<file path="config.mk">
export PLATFORM = sky130hd
export DESIGN_NAME = alu_pipe
export DESIGN_NICKNAME = d
export VERILOG_FILES = /design/src/rtl/alu_pipe_pkg.sv /design/src/rtl/alu_pipe_core.sv /design/src/rtl/alu_pipe.sv
export SDC_FILE = /design/constraint.sdc
export NUM_CORES = 1
export LEC_CHECK = 0
export BUFFER_PORTS_ARGS = -buffer_cell sky130_fd_sc_hd__buf_2
export CAP_MARGIN = 20
export CORE_ASPECT_RATIO = 1.75
export CORE_UTILIZATION = 55
export DETAILED_ROUTE_END_ITERATION = 8
export PLACE_DENSITY = 0.73
export SETUP_SLACK_MARGIN = 0.5
export SLEW_MARGIN = 25
export SYNTH_ARGS = -nofsm -noshare
export SYNTH_HDL_FRONTEND = slang
export SYNTH_SLANG_ARGS = --single-unit
</file>
<file path="constraint.sdc">
create_clock -name clk -period 4.6 [get_ports clk]
set_input_delay 0.69 -clock clk [delete_from_list [all_inputs] [get_ports clk]]
set_output_delay 0.69 -clock clk [all_outputs]
set_load 0.03 [all_outputs]
</file>
<file path="src/rtl/alu_pipe_pkg.sv">
// Shared types for the pipelined ALU: opcode enum, flag layout, lane helper.
// Imported by alu_pipe and alu_pipe_core.
package alu_pipe_pkg;

  typedef enum logic [2:0] {
    ALU_ADD    = 3'd0,
    ALU_SUB    = 3'd1,
    ALU_XOR    = 3'd2,
    ALU_RED    = 3'd3,
    ALU_SLL    = 3'd4,
    ALU_SRL    = 3'd5,
    ALU_ROR    = 3'd6,
    ALU_PADDSB = 3'd7
  } alu_op_e;

  localparam int FLAG_N = 0;
  localparam int FLAG_V = 1;
  localparam int FLAG_Z = 2;

  typedef logic [2:0] alu_flag_t;

  // Signed 4-bit lane add clamped to [-8, +7].
  function automatic logic [3:0] paddsb_lane(input logic [3:0] x, input logic [3:0] y);
    logic signed [4:0] s;
    logic [3:0]        r;
    s = $signed({x[3], x}) + $signed({y[3], y});
    if (s > 5'sd7) begin
      r = 4'h7;
    end else if (s < -5'sd8) begin
      r = 4'h8;
    end else begin
      r = s[3:0];
    end
    return r;
  endfunction

endpackage

</file>
<file path="src/rtl/alu_pipe_core.sv">
// Combinational ALU datapath: op/a/b plus current flags -> result and next flags.
// Zero latency; no handshake (sits inside stage 2 of alu_pipe).
// ALU_PIPE_SAT_EN: ADD/SUB clamp to the signed range on overflow instead of wrapping.
module alu_pipe_core
  import alu_pipe_pkg::*;
#(
  parameter int WIDTH = 16,
  parameter int SHW   = $clog2(WIDTH)
) (
  input  alu_op_e          op,
  input  logic [WIDTH-1:0] a,
  input  logic [WIDTH-1:0] b,
  input  alu_flag_t        flag_in,
  output logic [WIDTH-1:0] result,
  output alu_flag_t        flag_out
);

`ifdef ALU_PIPE_SAT_EN
  localparam logic [WIDTH-1:0] SMAX = {1'b0, {(WIDTH-1){1'b1}}};
  localparam logic [WIDTH-1:0] SMIN = {1'b1, {(WIDTH-1){1'b0}}};
`endif

  logic [WIDTH-1:0] sum;
  logic [WIDTH-1:0] diff;
  logic [WIDTH-1:0] red_sum;
  logic [WIDTH-1:0] pad_res;
  logic             add_ovf;
  logic             sub_ovf;
  logic             is_arith;
  logic             ovf;
  logic [SHW-1:0]   sh_amt;
  logic [SHW-1:0]   rot_amt;

  assign sum      = a + b;
  assign diff     = a - b;
  // Overflow: operands' signs agree (add) / differ (sub) and the result sign departs from A.
  assign add_ovf  = (a[WIDTH-1] == b[WIDTH-1]) && (sum[WIDTH-1]  != a[WIDTH-1]);
  assign sub_ovf  = (a[WIDTH-1] != b[WIDTH-1]) && (diff[WIDTH-1] != a[WIDTH-1]);
  assign is_arith = (op == ALU_ADD) || (op == ALU_SUB);
  assign ovf      = (op == ALU_ADD) ? add_ovf : sub_ovf;
  assign sh_amt   = b[SHW-1:0];
  // The shift field can exceed WIDTH-1 when WIDTH is not a power of two.
  assign rot_amt  = SHW'(32'(sh_amt) % WIDTH);

  // Sum of every signed byte of A and B, wrapped to WIDTH bits.
  always_comb begin
    red_sum = '0;
    for (int i = 0; i < WIDTH / 8; i++) begin
      red_sum = red_sum + WIDTH'($signed(a[8*i +: 8])) + WIDTH'($signed(b[8*i +: 8]));
    end
  end

  // Per-nibble saturating signed add.
  always_comb begin
    pad_res = '0;
    for (int i = 0; i < WIDTH / 4; i++) begin
      pad_res[4*i +: 4] = paddsb_lane(a[4*i +: 4], b[4*i +: 4]);
    end
  end

  // Result mux and flag update; N/V only move on ADD/SUB, Z on every op.
  always_comb begin
    result   = '0;
    flag_out = flag_in;
    case (op)
      ALU_ADD:    result = sum;
      ALU_SUB:    result = diff;
      ALU_XOR:    result = a ^ b;
      ALU_RED:    result = red_sum;
      ALU_SLL:    result = a << sh_amt;
      ALU_SRL:    result = a >> sh_amt;
      // A shift by WIDTH yields zero, so rot_amt=0 degrades cleanly to A.
      ALU_ROR:    result = (a >> rot_amt) | (a << (WIDTH - 32'(rot_amt)));
      ALU_PADDSB: result = pad_res;
      default:    result = '0;
    endcase
`ifdef ALU_PIPE_SAT_EN
    // Overflow direction follows the sign of A for both add and subtract.
    if (is_arith && ovf) begin
      result = a[WIDTH-1] ? SMIN : SMAX;
    end
`endif
    flag_out[FLAG_Z] = (result == '0);
    if (is_arith) begin
      flag_out[FLAG_N] = result[WIDTH-1];
      flag_out[FLAG_V] = ovf;
    end
  end

endmodule

</file>
<file path="src/rtl/alu_pipe.sv">
// Two-stage pipelined ALU: stage 1 latches op/operands, stage 2 registers result + N/V/Z flags.
// Latency 2 cycles from the accepting cycle to out_valid; 1 beat/cycle sustained.
// Full backpressure: stage 1 advances only when stage 2 is empty or draining. Macro: ALU_PIPE_SAT_EN.
module alu_pipe
  import alu_pipe_pkg::*;
#(
  parameter int WIDTH = 16,
  parameter int SHW   = $clog2(WIDTH)
) (
  input  logic             clk,
  input  logic             rst_n,
  input  logic             in_valid,
  output logic             in_ready,
  input  logic [2:0]       in_op,
  input  logic [WIDTH-1:0] in_a,
  input  logic [WIDTH-1:0] in_b,
  output logic             out_valid,
  input  logic             out_ready,
  output logic [WIDTH-1:0] out_result,
  output logic [2:0]       out_flag,
  output logic [2:0]       flag_q
);

  logic             s1_valid;
  alu_op_e          s1_op;
  logic [WIDTH-1:0] s1_a;
  logic [WIDTH-1:0] s1_b;
  logic             s2_valid;
  logic [WIDTH-1:0] s2_result;
  alu_flag_t        flag_reg;
  logic             s1_adv;
  logic             in_fire;
  logic [WIDTH-1:0] core_result;
  alu_flag_t        core_flag;

  assign s1_adv   = s1_valid & (~s2_valid | out_ready);
  assign in_ready = ~s1_valid | s1_adv;
  assign in_fire  = in_valid & in_ready;

  // Stage 1: capture the operand beat; drain when it moves into stage 2.
  always_ff @(posedge clk or negedge rst_n) begin
    if (!rst_n) begin
      s1_valid <= 1'b0;
      s1_op    <= ALU_ADD;
      s1_a     <= '0;
      s1_b     <= '0;
    end else if (in_fire) begin
      s1_valid <= 1'b1;
      s1_op    <= alu_op_e'(in_op);
      s1_a     <= in_a;
      s1_b     <= in_b;
    end else if (s1_adv) begin
      s1_valid <= 1'b0;
    end
  end

  // The core sees the flags of the previous op, which gives program-order hold of N/V.
  alu_pipe_core #(
    .WIDTH (WIDTH),
    .SHW   (SHW)
  ) u_core (
    .op       (s1_op),
    .a        (s1_a),
    .b        (s1_b),
    .flag_in  (flag_reg),
    .result   (core_result),
    .flag_out (core_flag)
  );

  // Stage 2: register result and flags on advance; hold while the consumer stalls.
  always_ff @(posedge clk or negedge rst_n) begin
    if (!rst_n) begin
      s2_valid  <= 1'b0;
      s2_result <= '0;
      flag_reg  <= '0;
    end else if (s1_adv) begin
      s2_valid  <= 1'b1;
      s2_result <= core_result;
      flag_reg  <= core_flag;
    end else if (out_ready) begin
      s2_valid  <= 1'b0;
    end
  end

  assign out_valid  = s2_valid;
  assign out_result = s2_result;
  assign out_flag   = flag_reg;
  assign flag_q     = flag_reg;

endmodule
</file>
# Word-level counts from Yosys, hierarchy flattened
# Index checks and enable logic that the tools add are counted.
[word_totals]
ff_bits = 56
latchBits = 0
ram_bits = 0
rom_bits = 0
input_bits = 39
out_inout_bits = 24
elab_cells = 70
mem_count = 0
[op_classes]
add_sub_neg = 10
multipliers = 0
div = 0
order_cmp = 8
n_eq_ne = 11
shift = 3
muxes = 14
n_bitwise = 8
n_reduce_logical = 8
[op_table]
columns = ["op", "count"]
rows = [
  ["$pmux 16 s8", 1],
  ["$add 16x16->16", 2],
  ["$mux 4", 8],
  ["$shl 16x32->16", 1],
  ["$add 4x4->5", 4],
  ["$gt 5x4->1 const B", 4],
  ["$lt 5x4->1 const B", 4],
  ["$logic_not 16->1", 1],
  ["$or 16x16->16", 1],
  ["$shl 16x4->16", 1],
  ["$shr 16x4->16", 1],
  ["$sub 16x16->16", 1],
  ["$xor 16x16->16", 1],
  ["$eq 3x3->1 const B", 4],
  ["$add 9x8->10", 1],
  ["$add 8x8->9", 1],
  ["$eq 3x2->1 const B", 2],
  ["$sub 5x4->6 const A", 1],
  ["$mux 1", 5],
  ["$reduce_bool 2->1", 2],
  ["$eq 3x1->1 const B", 1],
  ["$logic_not 3->1", 1],
  ["$ne 1x1->1", 3],
  ["$and 1x1->1", 2],
  ["other kinds (6)", 9],
]

# Longest topological paths before layout
[depth]
depth_word = 6
depth_mapped = 24
mapped_depth_nobuf = 23

# Cells and area by module
# Synthesis repeated with hierarchy kept, for this count alone.
[unflattened]
cells_unflattened = 902
area_unflattened_um2 = 8291.7
[modules_own_cells]
columns = ["module", "instances", "cells_per_inst", "area_each_um2", "seq_area_each_um2"]
rows = [
  ["alu_pipe_core", 1, 779, 5967.0, 0.0],
  ["alu_pipe", 1, 123, 2324.7, 1401.3],
]

# Worst setup path after synthesis
# Ideal clock, no wire load.
[synth_path]
kind = "register -> register"
from = "reg s1_a[1]"
to = "reg flag_reg[0] (netlist: flag_q[0])"
setup_time_ps = 65
arrival_ps = 4641
required_ps = 4535
slack_ps = -107
stages_incl_launch_ff = 24
n_path_buf = 1
period_less_slack_ps = 4707
path_cell_list = "dfrtp_1 -> clkbuf_1 -> inv_1 -> fa_1 -> inv_1 -> ha_1 -> inv_1 -> fa_1 -> inv_1 -> a21oi_1 -> o21bai_1 -> a21oi_1 -> o21bai_1 -> a211oi_1 -> mux2_2 -> ha_1 -> or3b_2 -> o21bai_1 -> a21oi_1 -> nand3b_1 -> nand2b_1 -> nand3_1 -> a21oi_2 -> mux2_2"
[synth_between]
elab_chain_cells = 4
elab_cells_between_ends = 10
classes_between = "5 x add/sub; 3 x shift; 1 x mux; 1 x bitwise"
[synth_rtl]
columns = ["item", "line", "rtl"]
rows = [
  ["from (decl)", "alu_pipe.sv:26", "logic [WIDTH-1:0] s1_a;"],
  ["from (signal assigned)", "alu_pipe.sv:50", "s1_a <= in_a;"],
  ["$add 8x8->9", "alu_pipe_core.sv:49", "red_sum = red_sum + WIDTH'($signed(a[8*i +: 8])) + WIDTH'($signed(b[8*i +: 8]));"],
  ["$add 9x8->10", "alu_pipe_core.sv:49", ""],
  ["$add 16x16->16", "alu_pipe_core.sv:49", ""],
  ["$pmux 16 s8 (*)", "alu_pipe_core.sv:65", "case (op)"],
  ["to (signal assigned)", "alu_pipe.sv:79", "flag_reg <= core_flag;"],
  ["to (decl)", "alu_pipe.sv:30", "alu_flag_t flag_reg;"],
]
# Mark *: on every way between the ends. The rest lies on a longest branch, timed or not.
# A chain may end at the register's enable or synchronous reset.

# Final worst setup path
[layout_path]
from = "reg s1_b[1]"
to = "reg flag_reg[2] (netlist: flag_q[2])"
[layout_between]
elab_chain_cells = 6
elab_cells_between_ends = 18
classes_between = "7 x add/sub; 2 x order compare; 3 x shift; 3 x mux; 2 x bitwise; 1 x reduce/logical"
[layout_rtl]
columns = ["item", "line", "rtl"]
rows = [
  ["from (decl)", "alu_pipe.sv:27", "logic [WIDTH-1:0] s1_b;"],
  ["from (signal assigned)", "alu_pipe.sv:51", "s1_b <= in_b;"],
  ["parallel branches: the longest is 4 deep, another holds $add 16x16->16", "n/a", ""],
  ["$pmux 16 s8 (*)", "alu_pipe_core.sv:65", ""],
  ["$logic_not 16->1 (*)", "alu_pipe_core.sv:83", "flag_out[FLAG_Z] = (result == '0);"],
]
# Mark *: on every way between the ends.

==> summary.md <==
| Metric | Value |
|---|---|
| Number of port buffers | `62` |
| Die ar. | `15480 um^2` |
| Flop and latch count out of synthesis | `56` |
| DRC | `0` |
| Clock Sinks | `56` |
| GRT overflow | `0` |
| CTS tree | `done` |
| Most Used Layer, Global Route | `met2` |
| Skew-Pair Late Insertion Delay | `310 ps` |
| Number of global-route vias before repair | `7950` |
| DP Area | `8821 um^2` |
| CP max-delay cell | `fa_2` |
| Avg Cell Area, Syn | `8.785 um^2` |
| GPL Wtd Cong | `1.097` |
| Maximum vdd drop | `361.1 uV` |
| WP data required | `4820 ps` |
| Area of the core | `14510 um^2` |
| Mapped Nets | `1043` |
| Std cell rows | `58` |
| Largest net degree at the start of global routing | `57` |
| Routed wire length | `31.38 mm` |
| Crit path time final | `4338 ps` |
| # Max-Cap Violations | `0` |
| RSZ-0062 raised after global routing | `true` |
| Area Growth Syn to Fin | `11.55%` |
| Synth top area share | `17.02%` |
| Post-synth top area cell | `dfrtp_1` |
| CP Capture Type | `flop` |
| Share of cells above drive strength 1 | `28.33%` |
| Ant. Diodes | `0` |
| Worst Setup Start Kind | `flop` |
| Number of flops mapped to enable cells by yosys | `0` |
| DP HPWL | `24.39 mm` |
| Final Hold Viols | `0` |
| Antenna Nets Post-Route | `0` |
| First-pass GRT wire length | `46.92 mm` |
| Num CTS Buffers | `5` |
| Fin util | `63.27%` |
| Die Y | `163.8 um` |
| Post-synth top flop | `dfrtp_1` |
| Max Slew Vio Count | `0` |
| Via count | `8044` |
| Root buffer cell | `clkbuf_16` |
| Period Utilization, post-route | `94.31%` |
| Initial Utilization | `56.72%` |
| HP Class | `reg2reg` |
| First-iteration detailed-routing DRC count | `818` |
| Worst-path fanout max | `4` |
| Setup violations, final | `0` |
| Tightest Pin Transition | `802.6 ps` |
| Crit path DAT | `4560 ps` |
| Crit-path cells | `inv_8 > fa_1 > inv_1 > ha_2 > inv_2 > fa_2 > inv_1 > ha_1 > xor2_1 > a21o_1 > a211oi_1 > a211oi_1 > a32oi_1 > a211oi_2 > nand4_1 > nor4_2 > nand4_1 > o31ai_2` |
| YS warnings | `0` |
| Reg2Reg Setup Slack | `260 ps` |
| Die width | `94.48 um` |
| Post-synthesis cell count | `937` |
| Slew margin rel. | `46.11%` |
| Global routing usage on met3 | `5.463%` |
| Met1 Use GR | `44.84%` |
| Count of cell types in the netlist | `88` |
| Post-synth top cells | `nor2_1 (77), nand2_1 (64), mux2_2 (59)` |
| Vias per cell | `6.863` |
| Count leader, synth | `nor2_1` |
| Setup WS pre-CTS | `-9.251 ps` |
| Drt pass-1 iters | `7` |
| Synthesized cell area | `8232 um^2` |
| Initial antenna violation count | `1` |
| I/O pin total | `63` |
| WS Path Type | `reg2reg` |
| Final WS setup | `261.7 ps` |
| H-tree depth | `2` |
| Max Buffers Root-to-Sink | `2` |
| Crit path largest cell delay | `510 ps` |
| Ys async rst share | `100.0%` |
| Nets | `1097` |
| Final instance area | `9183 um^2` |
| Hold_buf cts | `0` |
| Pwr/cell area | `599.9 nW/um^2` |
| Skew final | `8.644 ps` |
| Status | `complete, no violations` |
| Tot GR Track Use | `41.49%` |
| Reg clk slew, reported paths | `80 ps` |
| Post-synthesis sequential area ratio | `17.02%` |
| Leakage | `0.003907 uW` |
| Routed WL per cell | `26.78 um` |
| Synth area leaders | `dfrtp_1 (17%), mux4_2 (8.8%), mux2_2 (8.1%)` |
| GR Layer Usage met2 | `69.20%` |
| Max Clock Freq | `230.5 MHz` |
## cells by family after synthesis
| group | Yosys count | share of synthesized area (%) |
|---|---|---|
| AOI/OAI and AO/OA | 259 | 23.09 |
| xor gates and xnor gates | 33 | 3.602 |
| adders and majority gates | 70 | 11.92 |
| buffers and inverters | 129 | 7.372 |
| DFF | 56 | 17.02 |
| muxes | 130 | 21.84 |
| and+or+nand+nor | 260 | 15.15 |
## per-layer routing
layer | part of all wire (%) | vias to the layer above | wire (um)
li1 | - | 3584 | -
met1 | 35 | 3934 | 11000
met2 | 48 | 378 | 15140
met3 | 5.8 | 148 | 1811
met4 | 11 | 0 | 3432
met5 | 0 | - | 0
## worst paths after layout
| kind | endpoint | cells after the start | start |
|---|---|---|---|
| worst max-delay path | flag_q[2] | 18 | s1_b[1] |
| worst min-delay path | out_result[6] | 2 | out_result[6] |
| worst max register to register | flag_q[2] | 18 | s1_b[1] |
| worst min register to register | out_result[6] | 2 | out_result[6] |
| max in group asynchronous | s1_a[1] | 2 | rst_n |
| min in group asynchronous | out_result[0] | 2 | rst_n |
## cell usage in the layout, fill, tap and decap left out, drive strengths merged, types with 5 or more instances in the layout
| master | n |
|---|---|
| nor3 | 26 |
| dfrtp | 56 |
| fa | 15 |
| mux4 | 32 |
| o21a | 6 |
| nand3 | 21 |
| a21oi | 41 |
| o22ai | 8 |
| o2111ai | 6 |
| a21o | 15 |
| a31oi | 7 |
| ha | 52 |
| or2 | 8 |
| nand2b | 22 |
| xnor2 | 22 |
| o21ai | 53 |
| a211oi | 20 |
| a2111oi | 10 |
| nand2 | 64 |
| o21bai | 8 |
| clkbuf | 5 |
| inv | 54 |
| xor2 | 11 |
| mux2 | 65 |
| nor2 | 77 |
| mux2i | 33 |
| a221oi | 7 |
| nor2b | 14 |
| o211ai | 15 |
| a32oi | 5 |
| buf | 123 |
## registers in the layout, indices dropped and copies added, names as in the netlist
name and cells:
out_result 16, flag_q 3, s1_a 16, out_valid 1, s1_op 3, s1_valid 1, s1_b 16
## through the flow
step                setup TNS [ps]  total power (uW)  hold slack (ps)  std cells
floorplan                        0              3530            394.4        937
global placement                 0              4600            457.3       1157
detailed placement          -9.251              4656            464.6       1157
CTS                              0              5167            483.0       1168
global route                     0              5787            504.5       1172
finish                           0              5509            476.3       1172
## where the power goes
group,switching [uW],total (uW),internal (uW)
clock,209,414,205
combinational,2610,4360,1750
sequential,121,735,614
total,2940,5510,2570
## timing repair
| item | in CTS | in global routing |
|---|---|---|
| endpoints found under the hold margin | 0 | 0 |
| setup buffers | 3 | 4 |
| gates resized for setup | 8 | 28 |
| pin swaps | 14 | 9 |
| gates cloned | 0 | 0 |
| setup endpoints to repair | 8 | 12 |
## critical path, delay by kind of cell (launching register included)
kind                     cells  cell delay, ps
adder cells (fa/ha/maj)      4            1400
AO/OA/AOI/OAI                6            1190
XOR/XNOR                     1             420
buffers and inverters        4             200
flip-flops                   1             450
AND/OR/NAND/NOR              3             560
## cell type report
cell class / instances / area (um^2)
multi-input combinational: 752 / 6415
fill: 1315 / 5331
sequential: 56 / 1405
timing repair buffer: 123 / 783.3
tap: 180 / 225.2
inverter: 53 / 206.4
clock buffer: 5 / 125.1
clock inverter: 3 / 22.52
Power figures use the tool's default switching activity.
